[config.mk]
export PLATFORM = sky130hd
export DESIGN_NAME = fp_mult_pipe
export DESIGN_NICKNAME = d
export VERILOG_FILES = /design/src/rtl/fp_mult_pkg.sv /design/src/rtl/fp_mult_round.sv /design/src/rtl/fp_mult_pipe.sv
export SDC_FILE = /design/constraint.sdc
export NUM_CORES = 2
export LEC_CHECK = 0
export ABC_AREA = 0
export CORE_UTILIZATION = 60
export DETAILED_ROUTE_END_ITERATION = 12
export PLACE_DENSITY = 0.79
export REMOVE_ABC_BUFFERS = 1
export SLEW_MARGIN = 20
export SYNTH_ARGS = -nofsm -noshare
export SYNTH_HDL_FRONTEND = slang
export SYNTH_SLANG_ARGS = --single-unit
export TNS_END_PERCENT = 50
[constraint.sdc]
create_clock -name clk -period 31.7 [get_ports clk]
set_input_delay 9.51 -clock clk [delete_from_list [all_inputs] [get_ports clk]]
set_output_delay 9.51 -clock clk [all_outputs]
set_load 0.01 [all_outputs]
[src/rtl/fp_mult_pkg.sv]
// Shared constants and types for the pipelined IEEE-754 multiplier.
// Holds rounding-mode codes, flag bit positions, the operand class and the canonical NaN.
package fp_mult_pkg;

    localparam logic [1:0] RM_RNE = 2'd0;
    localparam logic [1:0] RM_RTZ = 2'd1;
    localparam logic [1:0] RM_RUP = 2'd2;
    localparam logic [1:0] RM_RDN = 2'd3;

    localparam int FLG_NV = 4;
    localparam int FLG_DZ = 3;
    localparam int FLG_OF = 2;
    localparam int FLG_UF = 1;
    localparam int FLG_NX = 0;

    typedef enum logic [2:0] {
        CLS_ZERO,
        CLS_NORM,
        CLS_INF,
        CLS_QNAN,
        CLS_SNAN
    } fp_class_e;

    // Returned wide; callers truncate to their word width.
    function automatic logic [127:0] canon_nan(input int exp_w, input int man_w);
        logic [127:0] v;
        v = (((128'd1 << exp_w) - 128'd1) << man_w) | (128'd1 << (man_w - 1));
        return v;
    endfunction

endpackage

[src/rtl/fp_mult_round.sv]
// Third-stage datapath: normalise the significand product, round, and pack
// the word, folding in FTZ underflow and mode-dependent overflow saturation.
module fp_mult_round
    import fp_mult_pkg::*;
#(
    parameter int EXP_W = 8,
    parameter int MAN_W = 23
) (
    input  logic                          sign,
    input  logic signed [EXP_W+1:0]       exp_in,
    input  logic [2*(MAN_W+1)-1:0]        prod,
    input  logic [1:0]                    rm,
    output logic [EXP_W+MAN_W:0]          result,
    output logic [4:0]                    flags
);

    localparam int PW = 2 * (MAN_W + 1);
    localparam int EW = EXP_W + 2;
    localparam logic signed [EW-1:0] EXP_ZERO = '0;
    localparam logic signed [EW-1:0] EXP_INF  = EW'((1 << EXP_W) - 1);

    logic [PW-1:0]          norm;
    logic signed [EW-1:0]   e_n;
    logic signed [EW-1:0]   e_r;
    logic [MAN_W-1:0]       frac;
    logic [MAN_W:0]         mant_r;
    logic                   g, r, s, inexact, inc, inf_sel;

    always_comb begin
        // Leading one always ends up at PW-1 so the field slices below are fixed.
        norm    = prod[PW-1] ? prod : {prod[PW-2:0], 1'b0};
        e_n     = exp_in + {{(EW-1){1'b0}}, prod[PW-1]};
        frac    = norm[PW-2 -: MAN_W];
        g       = norm[MAN_W];
        r       = norm[MAN_W-1];
        s       = |norm[MAN_W-2:0];
        inexact = g | r | s;

        case (rm)
            RM_RNE:  inc = g & (r | s | frac[0]);
            RM_RTZ:  inc = 1'b0;
            RM_RUP:  inc = inexact & ~sign;
            default: inc = inexact & sign;
        endcase

        mant_r  = {1'b0, frac} + {{MAN_W{1'b0}}, inc};
        e_r     = e_n + {{(EW-1){1'b0}}, mant_r[MAN_W]};
        inf_sel = (rm == RM_RNE) | ((rm == RM_RUP) & ~sign) | ((rm == RM_RDN) & sign);

        result         = {sign, e_r[EXP_W-1:0], mant_r[MAN_W-1:0]};
        flags          = '0;
        flags[FLG_NX]  = inexact;

        if (e_n <= EXP_ZERO) begin
            result         = {sign, {(EXP_W+MAN_W){1'b0}}};
            flags[FLG_UF]  = 1'b1;
            flags[FLG_NX]  = 1'b1;
        end else if (e_r >= EXP_INF) begin
            flags[FLG_OF]  = 1'b1;
            flags[FLG_NX]  = 1'b1;
            if (inf_sel)
                result = {sign, {EXP_W{1'b1}}, {MAN_W{1'b0}}};
            else
                result = {sign, {(EXP_W-1){1'b1}}, 1'b0, {MAN_W{1'b1}}};
        end
    end

endmodule

[src/rtl/fp_mult_pipe.sv]
// Three-stage pipelined IEEE-754 multiplier with tag passthrough and
// valid/ready flow control driven by one global advance enable.
module fp_mult_pipe
    import fp_mult_pkg::*;
#(
    parameter int EXP_W = 8,
    parameter int MAN_W = 23,
    parameter int TAG_W = 4
) (
    input  logic                      clk,
    input  logic                      rst,
    input  logic                      in_valid,
    output logic                      in_ready,
    input  logic [EXP_W+MAN_W:0]      op_a,
    input  logic [EXP_W+MAN_W:0]      op_b,
    input  logic [1:0]                rm,
    input  logic [TAG_W-1:0]          in_tag,
    output logic                      out_valid,
    input  logic                      out_ready,
    output logic [EXP_W+MAN_W:0]      result,
    output logic [4:0]                flags,
    output logic [TAG_W-1:0]          out_tag
);

    localparam int W  = 1 + EXP_W + MAN_W;
    localparam int MW = MAN_W + 1;
    localparam int PW = 2 * MW;
    localparam int EW = EXP_W + 2;
    localparam logic signed [EW-1:0] BIAS_E    = EW'((1 << (EXP_W - 1)) - 1);
    localparam logic [W-1:0]         CANON_NAN = W'(canon_nan(EXP_W, MAN_W));

    // Handshake: a pair is taken on a rising edge with in_valid & in_ready; a result
    // leaves with out_valid & out_ready. Every stage shifts together only when
    // adv = !out_valid | out_ready, so in_ready is adv and bubbles are never squeezed out.
    logic adv;
    assign adv      = ~out_valid | out_ready;
    assign in_ready = adv;

    function automatic fp_class_e classify(input logic [EXP_W-1:0] e, input logic [MAN_W-1:0] f);
        fp_class_e c;
        if (e == '0)            c = CLS_ZERO;
        else if (e != '1)       c = CLS_NORM;
        else if (f == '0)       c = CLS_INF;
        else if (f[MAN_W-1])    c = CLS_QNAN;
        else                    c = CLS_SNAN;
        return c;
    endfunction

    fp_class_e          cls_a, cls_b;
    logic               sign_d, special_d, nan_a, nan_b;
    logic [W-1:0]       special_res_d;
    logic [4:0]         special_flags_d;
    logic signed [EW-1:0] exp_sum_d;

    always_comb begin
        cls_a     = classify(op_a[W-2 -: EXP_W], op_a[MAN_W-1:0]);
        cls_b     = classify(op_b[W-2 -: EXP_W], op_b[MAN_W-1:0]);
        sign_d    = op_a[W-1] ^ op_b[W-1];
        exp_sum_d = $signed({2'b00, op_a[W-2 -: EXP_W]}) + $signed({2'b00, op_b[W-2 -: EXP_W]}) - BIAS_E;
        nan_a     = (cls_a == CLS_QNAN) | (cls_a == CLS_SNAN);
        nan_b     = (cls_b == CLS_QNAN) | (cls_b == CLS_SNAN);

        special_d       = 1'b1;
        special_res_d   = '0;
        special_flags_d = '0;
        if (nan_a | nan_b) begin
            special_res_d           = CANON_NAN;
            special_flags_d[FLG_NV] = (cls_a == CLS_SNAN) | (cls_b == CLS_SNAN);
        end else if (((cls_a == CLS_INF) & (cls_b == CLS_ZERO)) | ((cls_a == CLS_ZERO) & (cls_b == CLS_INF))) begin
            special_res_d           = CANON_NAN;
            special_flags_d[FLG_NV] = 1'b1;
        end else if ((cls_a == CLS_INF) | (cls_b == CLS_INF)) begin
            special_res_d = {sign_d, {EXP_W{1'b1}}, {MAN_W{1'b0}}};
        end else if ((cls_a == CLS_ZERO) | (cls_b == CLS_ZERO)) begin
            special_res_d = {sign_d, {(W-1){1'b0}}};
        end else begin
            special_d = 1'b0;
        end
    end

    logic                 s1_valid, s1_sign, s1_special;
    logic signed [EW-1:0] s1_exp;
    logic [MW-1:0]        s1_man_a, s1_man_b;
    logic [W-1:0]         s1_special_res;
    logic [4:0]           s1_special_flags;
    logic [1:0]           s1_rm;
    logic [TAG_W-1:0]     s1_tag;

    logic                 s2_valid, s2_sign, s2_special;
    logic signed [EW-1:0] s2_exp;
    logic [PW-1:0]        s2_prod;
    logic [W-1:0]         s2_special_res;
    logic [4:0]           s2_special_flags;
    logic [1:0]           s2_rm;
    logic [TAG_W-1:0]     s2_tag;

    logic [W-1:0]         round_res;
    logic [4:0]           round_flags;

    fp_mult_round #(.EXP_W(EXP_W), .MAN_W(MAN_W)) u_round (
        .sign   (s2_sign),
        .exp_in (s2_exp),
        .prod   (s2_prod),
        .rm     (s2_rm),
        .result (round_res),
        .flags  (round_flags)
    );

    always_ff @(posedge clk) begin
        if (rst) begin
            s1_valid  <= 1'b0;
            s2_valid  <= 1'b0;
            out_valid <= 1'b0;
            result    <= '0;
            flags     <= '0;
            out_tag   <= '0;
        end else if (adv) begin
            s1_valid         <= in_valid;
            s1_sign          <= sign_d;
            s1_exp           <= exp_sum_d;
            s1_man_a         <= {1'b1, op_a[MAN_W-1:0]};
            s1_man_b         <= {1'b1, op_b[MAN_W-1:0]};
            s1_special       <= special_d;
            s1_special_res   <= special_res_d;
            s1_special_flags <= special_flags_d;
            s1_rm            <= rm;
            s1_tag           <= in_tag;

            s2_valid         <= s1_valid;
            s2_sign          <= s1_sign;
            s2_exp           <= s1_exp;
            s2_prod          <= PW'(s1_man_a) * PW'(s1_man_b);
            s2_special       <= s1_special;
            s2_special_res   <= s1_special_res;
            s2_special_flags <= s1_special_flags;
            s2_rm            <= s1_rm;
            s2_tag           <= s1_tag;

            out_valid        <= s2_valid;
            result           <= s2_special ? s2_special_res : round_res;
            flags            <= s2_special ? s2_special_flags : round_flags;
            out_tag          <= s2_tag;
        end
    end

endmodule

## Word-level counts from Yosys, hierarchy flattened

Cells that the tools add are included.

- Add/sub/neg operators: 5
- $mul: 1
- Order comparisons: 2
- Equality and inequality tests: 11
- Muxes and demuxes: 25
- Bitwise gates (word level): 25
- Reductions and logical operators: 11

Operators by type and width:

| operator | count |
|---|---|
| 32-bit 2-to-1 mux | 3 |
| 31-bit 2-to-1 mux | 2 |
| 24-bit by 24-bit multiplier with 48-bit output | 1 |
| 47-bit 2-to-1 mux | 1 |
| 23-bit zero test | 2 |
| 23-bit by 1-bit adder with 24-bit output | 1 |
| 24-bit 2-to-1 mux | 1 |
| 3-bit 2-to-1 mux | 8 |
| 22-bit OR reduction | 1 |
| 10-bit by 1-bit adder with 10-bit output | 2 |
| 8-bit zero test | 2 |
| 8-bit inequality test (second input constant) | 2 |
| 1-bit bitwise OR | 14 |
| 3-bit by 2-bit == test with 1-bit output (second input constant) | 4 |
| 10-bit by 9-bit >= comparator with 1-bit output (second input constant) | 1 |
| 10-bit by 1-bit less-or-equal comparator with 1-bit output (second input constant) | 1 |
| 9-bit by 7-bit subtractor with 10-bit output (second input constant) | 1 |
| 8-bit by 8-bit adder with 9-bit output | 1 |
| 1-bit 2-to-1 mux | 8 |
| 1-bit bitwise AND | 7 |
| 3-bit == test (second input constant) | 2 |
| 3-bit zero test | 2 |
| 5-bit 2-to-1 mux | 1 |
| 2-bit == test (second input constant) | 2 |
| other kinds (8) | 10 |

- Register bits after elaboration: 240
- Input bits: 74
- Output and inout port bits: 43
- Word-level logic and storage cells: 104

## Depth between registers and ports, before layout

- Word-level depth: 12
- Gate-level depth with buffers: 26
- Depth with buffers taken out: 24

## Modules after synthesis

From an unflattened synthesis, not the netlist that was laid out.

- Cells, all modules: 2827
- Area, all modules: 27217.4 µm²

Modules (own cells, without submodules):

| module | instances | cells an instance | area each (µm²) | seq. area each (µm²) |
|---|---|---|---|---|
| fp_mult_pipe | 1 | 2521 | 25096.6 | 5024.8 |
| fp_mult_round | 1 | 306 | 2120.8 | 0.0 |

## Least setup slack after synthesis

Ideal clock, no wire load.

- Kind: input-to-output
- Start: input out_ready
- End: output in_ready
- Arrival: 10.177 ns
- Data required time: 22.190 ns
- Path slack: 12.013 ns
- Stages: 4
- Path buffers: 2
- Cells stage by stage: nor2b_1 -> clkbuf_1 -> inv_1 -> clkbuf_1

- Word-level cells in the longest chain between the ends: 1

Ends and longest elaborated chain:

| item | line | source |
|---|---|---|
| start: declaration | fp_mult_pipe.sv:19 | `input logic out_ready,` |
| 1-bit bitwise OR | fp_mult_pipe.sv:36 | `assign adv = ~out_valid \| out_ready;` |
| end: declaration | fp_mult_pipe.sv:13 | `output logic in_ready,` |

No other way between the ends.

## Worst setup path after layout

Same ends and word-level chain as after synthesis.

==> summary.txt <==
CTS tree - built
worst-skew pair later-pin latency - 0.49 ns
Tcrit/Tclk final - 65.9%
first-pass GRT wire length - 114000 microns
largest net degree at the start of global routing - 141
Clock Tree Root - clkbuf_16
fillers - 3398
total CTS buffers - 17
Longest Clk Path Bufs - 2
top cells by area, synth - fa_1 36%, edfxtp_1 15%, ha_1 9.1%
Worst-Margin Slew - 1.19 ns
clock sink count - 181
Startpoint Class - input port
core area - 0.0436 sq mm
Net count, final - 3592
drt drc - 0
Die Span Y - 213 microns
PortBufs - 115
number of synthesized flops with an enable pin - 138
WP data required - 22.19 ns
critical path capture point type - output port
Hold Fails Final Rpt - 0
# IOs - 117
Max Clk Rate - 47.9 MHz
# Post-CTS Setup Buffers - 0
Critical Path AT - 11.38 ns
outcome - complete, no violations
post-route setup TNS - 0 ns
Post-Syn Instances - 2773
Syn Area/Cell - 9.65 sq um
Wirelength per Cell - 21.1 microns
total die area - 0.0454 sq mm
share of post-route cells with drive strength above 1 - 3.68%
H-tree depth - 4
via/cell ratio - 5.82
RSZ-0062 raised after global routing - false
post-synthesis sequential area ratio - 18.7%
Worst R2R Path Depth - 22
post-CTS sizing - 0
row count - 76
synth warn - 0
footprint of the multi-input gates - 0.0191 sq mm
Max Cap Violations - 0
cell taking the most area after synthesis - fa_1
Cell variety after synth - 83
Final Setup Violations - 0
GRT Resource Usage Total - 34.0%
Tmin final - 20.89 ns
DRT iter0 DRCs - 1586
CP max FO - 23
total gr overflow - 0
Antenna diodes - 0
Synth Flop Type - edfxtp_1
Cell Area, Synth - 0.0268 sq mm
Layout area overhead - 9.05%
ys async rst share - 0%
Placer Congestion - 0.948
vias in the first global route - 21300
routed vias - 20000
die width - 213 microns
Hold Crit Depth - 0
final WL - 72500 microns
Starting Density - 61.4%
DP HPWL - 53900 microns
top post-synthesis cells by count - 585 x inv_1, 483 x fa_1, 355 x nand2_1
Reg clk slew, reported paths - 0.07 ns
antenna violations before repair - 1
fin. max-slew vios - 0
hold_buf cts - 0
top-count cell post-synth - inv_1
DRT Pass-1 Iters - 8
FF+latch count, synth - 181
Critical Setup Path Class - input port to output port
Register Area - 0.00500 sq mm
Setup Skew - 0.0190 ns
Synth top area share - 36.1%
relative slew slack - 20.9%
remaining antenna violation count - 0
Hold WC Path Type - flip-flop to flip-flop
==> worst max-delay path: stages <==
cell and delay, ns:
clkdlybuf4s50_1 0.46, nor2b_1 0.05, buf_4 0.19, inv_1 0.50, clkdlybuf4s50_1 0.67
==> layer usage <==
metal / track usage, % / part of all wire [%] / vias up
met3: 6.66 / 9.2 / 300
met1: 42.9 / 38 / 9956
met2: 54.4 / 46 / 1020
li1: - / - / 8731
met5: 0 / 0.011 / -
met4: 20.3 / 6.5 / 2
==> sequential cells by signal, indices dropped and copies added, names as in the netlist, 2 cells and up <==
| name | count |
|---|---|
| flags | 4 |
| out_tag | 4 |
| result | 32 |
| s1_exp | 10 |
| s1_man_a | 23 |
| s1_man_b | 23 |
| s1_rm | 2 |
| s1_special_res | 3 |
| s1_tag | 4 |
| s2_exp | 10 |
| s2_prod | 48 |
| s2_rm | 2 |
| s2_special_res | 3 |
| s2_tag | 4 |
==> path summary, 6_finish.rpt <==
path / slack [ns] / startpoint / endpoint
setup reg to reg: 22.76 / s1_man_b[0] / s2_prod[38]
hold reg to reg: 0.42 / s1_exp[2] / s2_exp[2]
hold / removal: 0.42 / s1_exp[2] / s2_exp[2]
setup / recovery: 10.81 / out_ready / in_ready
==> metrics by stage <==
| stage | utilization (%) | worst slack, ns | instance area (sq um) | std cells | hold WS, ns |
|---|---|---|---|---|---|
| CTS | 66.9 | 10.80 | 29200 | 3437 | 0.424 |
| global placement | 65.5 | 10.85 | 28500 | 3405 | 0.402 |
| detailed placement | 65.5 | 10.80 | 28500 | 3405 | 0.406 |
| floorplan | - | 11.59 | 26300 | 2657 | 0.400 |
| finish | 67.0 | 10.81 | 29200 | 3438 | 0.420 |
| global route | 67.0 | 10.72 | 29200 | 3438 | 0.430 |
==> cell type report <==
class	count	share of cell area, %
inverter	589	7.58
tap	585	2.51
clock buffer	19	1.59
multi-input combinational	1887	65.4
timing repair buffer	164	5.28
clock inverter	13	0.528
sequential	181	17.2
==> placed cells by master (no fill, tap or decap), types with 11 or more instances in the layout <==
master / instances
inv_1: 585
fa_1: 483
nand2_1: 355
and2_1: 252
ha_1: 195
edfxtp_1: 138
clkdlybuf4s50_1: 115
nor2_1: 94
a21oi_1: 65
xnor2_1: 48
buf_4: 47
dfxtp_1: 43
xor2_1: 36
nand3_1: 34
o21ai_0: 31
nor4_1: 21
a21o_1: 21
nand4_1: 19
clkbuf_16: 18
a211oi_1: 15
nor3_1: 15
and3_1: 14
nor2b_1: 13
mux2i_1: 12
a221o_1: 11
==> kinds of logic after synthesis <==
kind of cell,share of synthesized area (%)
simple gates,16.0
buf+inv,10.1
xor+xnor,2.83
compound gates,6.42
mux,0.716
flops,18.7
other cells,0.0140
fa+ha+maj,45.3
Power is not shown: default switching activity piles up to over one toggle a cycle in this logic, so the estimate is an artifact.
